<file path="src/rtl/out_port_sched.sv">
// out_port_sched: posted-write FIFO and pacer in front of the 4-port output bank.
// CPU writes {port, data} are queued. They are drained in order as single-cycle
// out_we pulses, and each pulse is followed by HOLD forced idle cycles.
// Optional build macro OUT_SCHED_OVF_EN adds a sticky overflow flag (ovf) with
// a clear input (ovf_clr). This flag records writes dropped because the FIFO was full.
module out_port_sched #(
    parameter int DEPTH = 4,
    parameter int WIDTH = 8,
    parameter int HOLD  = 2
) (
    input  logic                     clk,
    input  logic                     reset,
    input  logic                     wr_req,
    input  logic [1:0]               wr_port,
    input  logic [WIDTH-1:0]         wr_data,
    output logic                     wr_full,
    output logic                     out_we,
    output logic [1:0]               out_sel,
    output logic [WIDTH-1:0]         out_data,
    output logic                     busy,
    output logic [$clog2(DEPTH):0]   level
`ifdef OUT_SCHED_OVF_EN
    ,
    input  logic                     ovf_clr,
    output logic                     ovf
`endif
);

    localparam int PW = $clog2(DEPTH);
    localparam int LW = PW + 1;
    localparam int CW = $clog2(HOLD + 1);

    typedef enum logic {
        IDLE = 1'b0,
        GAP  = 1'b1
    } state_t;

    state_t               state;
    state_t               state_next;
    logic [CW-1:0]        cnt;
    logic [CW-1:0]        cnt_next;
    logic [PW-1:0]        head;
    logic [PW-1:0]        tail;
    logic [LW-1:0]        level_next;
    logic [WIDTH+1:0]     mem [DEPTH];
    logic                 push;
    logic                 pop;

    // Accept only against the registered full flag, so a same-cycle pop never frees a slot
    assign push = wr_req && !wr_full;
    assign pop  = (state == IDLE) && (level != '0);

    // Occupancy after this edge; push and pop together leave it unchanged
    always_comb begin
        level_next = level;
        if (push && !pop) begin
            level_next = level + LW'(1);
        end else if (pop && !push) begin
            level_next = level - LW'(1);
        end
    end

    // Pacer: issue from IDLE, then count HOLD idle cycles in GAP before issuing again
    always_comb begin
        state_next = state;
        cnt_next   = cnt;
        case (state)
            IDLE: begin
                if (pop) begin
                    state_next = GAP;
                    cnt_next   = CW'(HOLD);
                end
            end
            GAP: begin
                if (cnt <= CW'(1)) begin
                    state_next = IDLE;
                    cnt_next   = '0;
                end else begin
                    cnt_next = cnt - CW'(1);
                end
            end
            default: begin
                state_next = IDLE;
                cnt_next   = '0;
            end
        endcase
    end

    // FIFO storage; contents are only meaningful between the pointers, so no reset
    always_ff @(posedge clk) begin
        if (push) begin
            mem[tail] <= {wr_port, wr_data};
        end
    end

    // Pointers, occupancy and pacer state; reset drops queued entries at once
    always_ff @(posedge clk or negedge reset) begin
        if (!reset) begin
            head  <= '0;
            tail  <= '0;
            level <= '0;
            state <= IDLE;
            cnt   <= '0;
        end else begin
            if (push) begin
                tail <= tail + PW'(1);
            end
            if (pop) begin
                head <= head + PW'(1);
            end
            level <= level_next;
            state <= state_next;
            cnt   <= cnt_next;
        end
    end

    // Registered outputs; sel/data keep the last issued entry between pulses
    always_ff @(posedge clk or negedge reset) begin
        if (!reset) begin
            out_we   <= 1'b0;
            out_sel  <= '0;
            out_data <= '0;
            wr_full  <= 1'b0;
            busy     <= 1'b0;
        end else begin
            out_we  <= pop;
            if (pop) begin
                out_sel  <= mem[head][WIDTH+1:WIDTH];
                out_data <= mem[head][WIDTH-1:0];
            end
            wr_full <= (level_next == LW'(DEPTH));
            busy    <= (level_next != '0) || (state_next != IDLE);
        end
    end

`ifdef OUT_SCHED_OVF_EN
    // Sticky drop flag; a drop in the same cycle as a clear keeps the flag set
    always_ff @(posedge clk or negedge reset) begin
        if (!reset) begin
            ovf <= 1'b0;
        end else if (wr_req && wr_full) begin
            ovf <= 1'b1;
        end else if (ovf_clr) begin
            ovf <= 1'b0;
        end
    end
`endif

endmodule

</file>
<file path="config.mk">
export PLATFORM = sky130hd
export DESIGN_NAME = out_port_sched
export DESIGN_NICKNAME = d
export VERILOG_FILES = /design/src/rtl/out_port_sched.sv
export SDC_FILE = /design/constraint.sdc
export NUM_CORES = 1
export LEC_CHECK = 0
export BUFFER_PORTS_ARGS = -buffer_cell sky130_fd_sc_hd__buf_2
export CAP_MARGIN = 20
export CORE_UTILIZATION = 50
export CTS_CLUSTER_SIZE = 16
export DETAILED_ROUTE_END_ITERATION = 7
export PLACE_DENSITY = 0.69
export SLEW_MARGIN = 20
export SYNTH_ARGS = -nofsm -noshare
export SYNTH_HDL_FRONTEND = slang
export SYNTH_SLANG_ARGS = --single-unit
</file>
<file path="constraint.sdc">
create_clock -name clk -period 2.35 [get_ports clk]
set_input_delay 0.5875 -clock clk [delete_from_list [all_inputs] [get_ports clk]]
set_output_delay 0.5875 -clock clk [all_outputs]
set_load 0.05 [all_outputs]
</file>
==> flow_summary_export.csv <==
group,metric,value,unit
outcome,status,"finished, final reports clean",
yosys,mappedNetlistArea,0.00250,mm²
yosys,syn_nets,157,
timing,hold_viol_final,0,
detailed_routing,ant_nets,0,
clock_tree,clockBufferDepth,2,
detailed_routing,wire_per_inst,16.3,µm
detailed_routing,drt_pass1_iterations,4,
yosys,synth_cell_types,29,
detailed_routing,detail_route.wirelength,4020,µm
critical_path,r2r-start,"level[1]$_DFF_PN0_",
floorplan,ioPinCount,29,
detailed_routing,viasPerCell,5.11,
yosys,synth_xor_area_share,2.10,%
floorplan,core,0.00479,mm²
final_layout,syn_to_final_growth,17.3,%
timing,fmax,461,MHz
critical_path,arrival,2360,ps
final_layout,diodes,0,
clock_tree,post_cts_buffers,0,
run,maxCapViolCount,0,
critical_path,crit_top_cell,"ha_1",
critical_path,slowest_stage,"or4b_1",
place,place_congestion,0.851,
floorplan,dieHeight,72.8,µm
yosys,ys_warn_count,0,
detailed_routing,drt_iter0_drc,91,
yosys,synth_compound_area_share,2.60,%
pwr,ir_worst_vdd,0.851,mV
timing,relSlewSlack,63.6,%
yosys,seq_area_frac_synth,70.9,%
timing,setup_viol,0,
yosys,synthAdderAreaFrac,3.50,%
detailed_routing,route.detailed.drc,0,
clock_tree,root_buffer,"clkbuf_8",
floorplan,die_w,72.8,µm
yosys,synthSimpleGateAreaFrac,5.19,%
yosys,synth_cells,137,
critical_path,reg2reg_to,"busy$_DFF_PN0_",
global_route,overflow,0,
timing,finalSetupTns,0,ps
timing,fin_skew,6.71,ps
place,io_buffers,28,
yosys,synth_top_family_by_area,"multiplexers",
floorplan,row_count,25,
final_layout,drive_above_1_share,41.1,%
timing,tightest_slew,546,ps
critical_path,worst_setup_path_start_kind,"flop",
floorplan,design.die.area,0.00530,mm²
yosys,synthMuxAreaShare,13.5,%
critical_path,rr_worst_depth,7,
place,place_hpwl,2700,µm
timing,rsz0062_at_grt,"false",
place,dp.cells,231,
pwr,leakage,1.16,nW
clock_tree,clk_pin_slew,70,ps
critical_path,path_cells,"inv_1 > ha_1 > ha_1 > nor2_4 > xnor2_1 > a311oi_1 > or4b_1",
global_route,grt_pass1_vias,1359,
critical_path,slowest_delay,530,ps
global_route,antenna_found_initial,0,
yosys,yosys_register_bits,63,
clock_tree,cts_tree,"done",
worst_hold_path,min_path_type,"in2async",
critical_path,crit_path_end_kind,"flop",
clock_tree,clock_sinks,63,
global_route,grt_pass1_wl,6650,µm
critical_path,r2r_slack,180,ps
final_layout,fin_nets,195,
timing,period_minus_slack,2170,ps
global_route,grt_max_degree,24,
timing,min_period_over_period,92.2,%
pwr,p_per_area,1490,mW/mm²
critical_path,cp.required,2550,ps
detailed_routing,dr_total_vias,1261,
yosys,syn_avg_cell_area,18.3,µm²
clock_tree,clk_latency,330,ps
floorplan,start_util,52.3,%
timing,slew_violations,0,
clock_tree,cts_inserted_buffers,9,
critical_path,worst-setup-path-type,"reg2reg",
critical_path,cp_max_fo,8,
final_layout,final_cells,247,
global_route,grt.total_usage,18.4,%
clock_tree,cts_max_level,3,
## logic make-up after synthesis
group	Yosys count
buf+inv	10
compound gates	10
simple gates	21
flops	63
mux	20
fa+ha+maj	7
xor+xnor	6
## stage by stage
stage	area [µm²]	total power, mW	setup slack [ps]	utilization (%)	hold WS, ps
global route	2940	4.63	46.5	61.4	262
CTS	2930	4.42	94.6	61.3	235
floorplan	2510	3.03	43.8	-	292
finish	2940	4.38	183	61.4	242
detailed placement	2720	3.45	109	56.9	490
global placement	2720	3.36	262	56.9	485
## flip-flops by register name, indices dropped and copies added, names as in the netlist, 2 cells and up
signal    count
cnt           2
tail          2
head          2
out_sel       2
mem          40
out_data      8
level         3
## layout make-up
| class | count | area [µm²] |
|---|---|---|
| clock inverters | 3 | 40.0 |
| inverters | 5 | 18.8 |
| repair buffers | 32 | 170 |
| fillers | 370 | 1850 |
| multi-input cells | 64 | 678 |
| clock buffers | 13 | 169 |
| flip-flops and latches | 63 | 1780 |
| well taps | 67 | 83.8 |
## critical path: cells and delay by family, from the launching register on
family | cells | cell delay, ps
adders and majority gates | 2 | 420
DFF | 1 | 410
AOI/OAI and AO/OA | 1 | 180
and+or+nand+nor | 2 | 720
buffers and inverters | 1 | 80
xor gates and xnor gates | 1 | 220
## how the worst max path moves through the flow
stage | start | end | cells after the start | slack (ps)
2_1_floorplan | level[1]$_DFF_PN0_ | busy$_DFF_PN0_ | 8 | 40
3_3_place_gp | level[0]$_DFF_PN0_ | busy$_DFF_PN0_ | 7 | 260
3_5_place_dp | level[0]$_DFF_PN0_ | busy$_DFF_PN0_ | 7 | 110
4_1_cts | level[0]$_DFF_PN0_ | busy$_DFF_PN0_ | 7 | 90
5_1_grt | level[1]$_DFF_PN0_ | busy$_DFF_PN0_ | 7 | 50
6_report | level[1]$_DFF_PN0_ | busy$_DFF_PN0_ | 7 | 180
## synth_stat cells, drive strengths merged
cell,number,area [µm²]
edfxtp,40,1200
dfrtp,23,576
mux2,10,113
mux4,10,225
ha,7,87.6
nand2,7,26.3
inv,5,18.8
and2,4,30.0
buf,4,32.5
xnor2,4,35.0
a21oi,3,15.0
nor2,3,13.8
nor2b,2,20.0
o21ai,2,10.0
xor2,2,17.5
a21o,1,7.51
a2bb2oi,1,8.76
a311oi,1,8.76
and4,1,8.76
clkbuf,1,3.75
nand3b,1,7.51
nor4,1,6.26
o211ai,1,7.51
o31ai,1,7.51
or2b,1,7.51
or4b,1,10.0
## report_power, final
group | switching, mW | internal, mW | total [mW]
logic | 1.02 | 0.675 | 1.70
registers | 0.196 | 1.53 | 1.72
clock network | 0.385 | 0.574 | 0.958
total | 1.60 | 2.78 | 4.38
## layout by cell type (no fill, tap or decap), types with 4 or more instances in the layout
cell type / instances
edfxtp_1: 40
buf_2: 28
dfrtp_1: 22
clkbuf_8: 12
mux4_2: 10
mux2_2: 10
nand2_1: 7
ha_1: 7
inv_1: 5
xnor2_1: 4
and2_2: 4
buf_4: 4
## per-layer routing
metal | up-vias | wire length [µm] | track usage (%)
li1 | 595 | - | -
met5 | - | 0 | 0
met2 | 29 | 2140 | 30.9
met4 | 0 | 71 | 8.71
met1 | 632 | 1660 | 21.1
met3 | 5 | 156 | 6.35
## what timing repair did
item | in CTS | in global routing
setup endpoints to repair | 0 | 1
hold buffers | 0 | 0
resized for setup | 0 | 1
hold endpoints to repair | 0 | 0
Note: power is estimated with default switching activity, not from simulation.
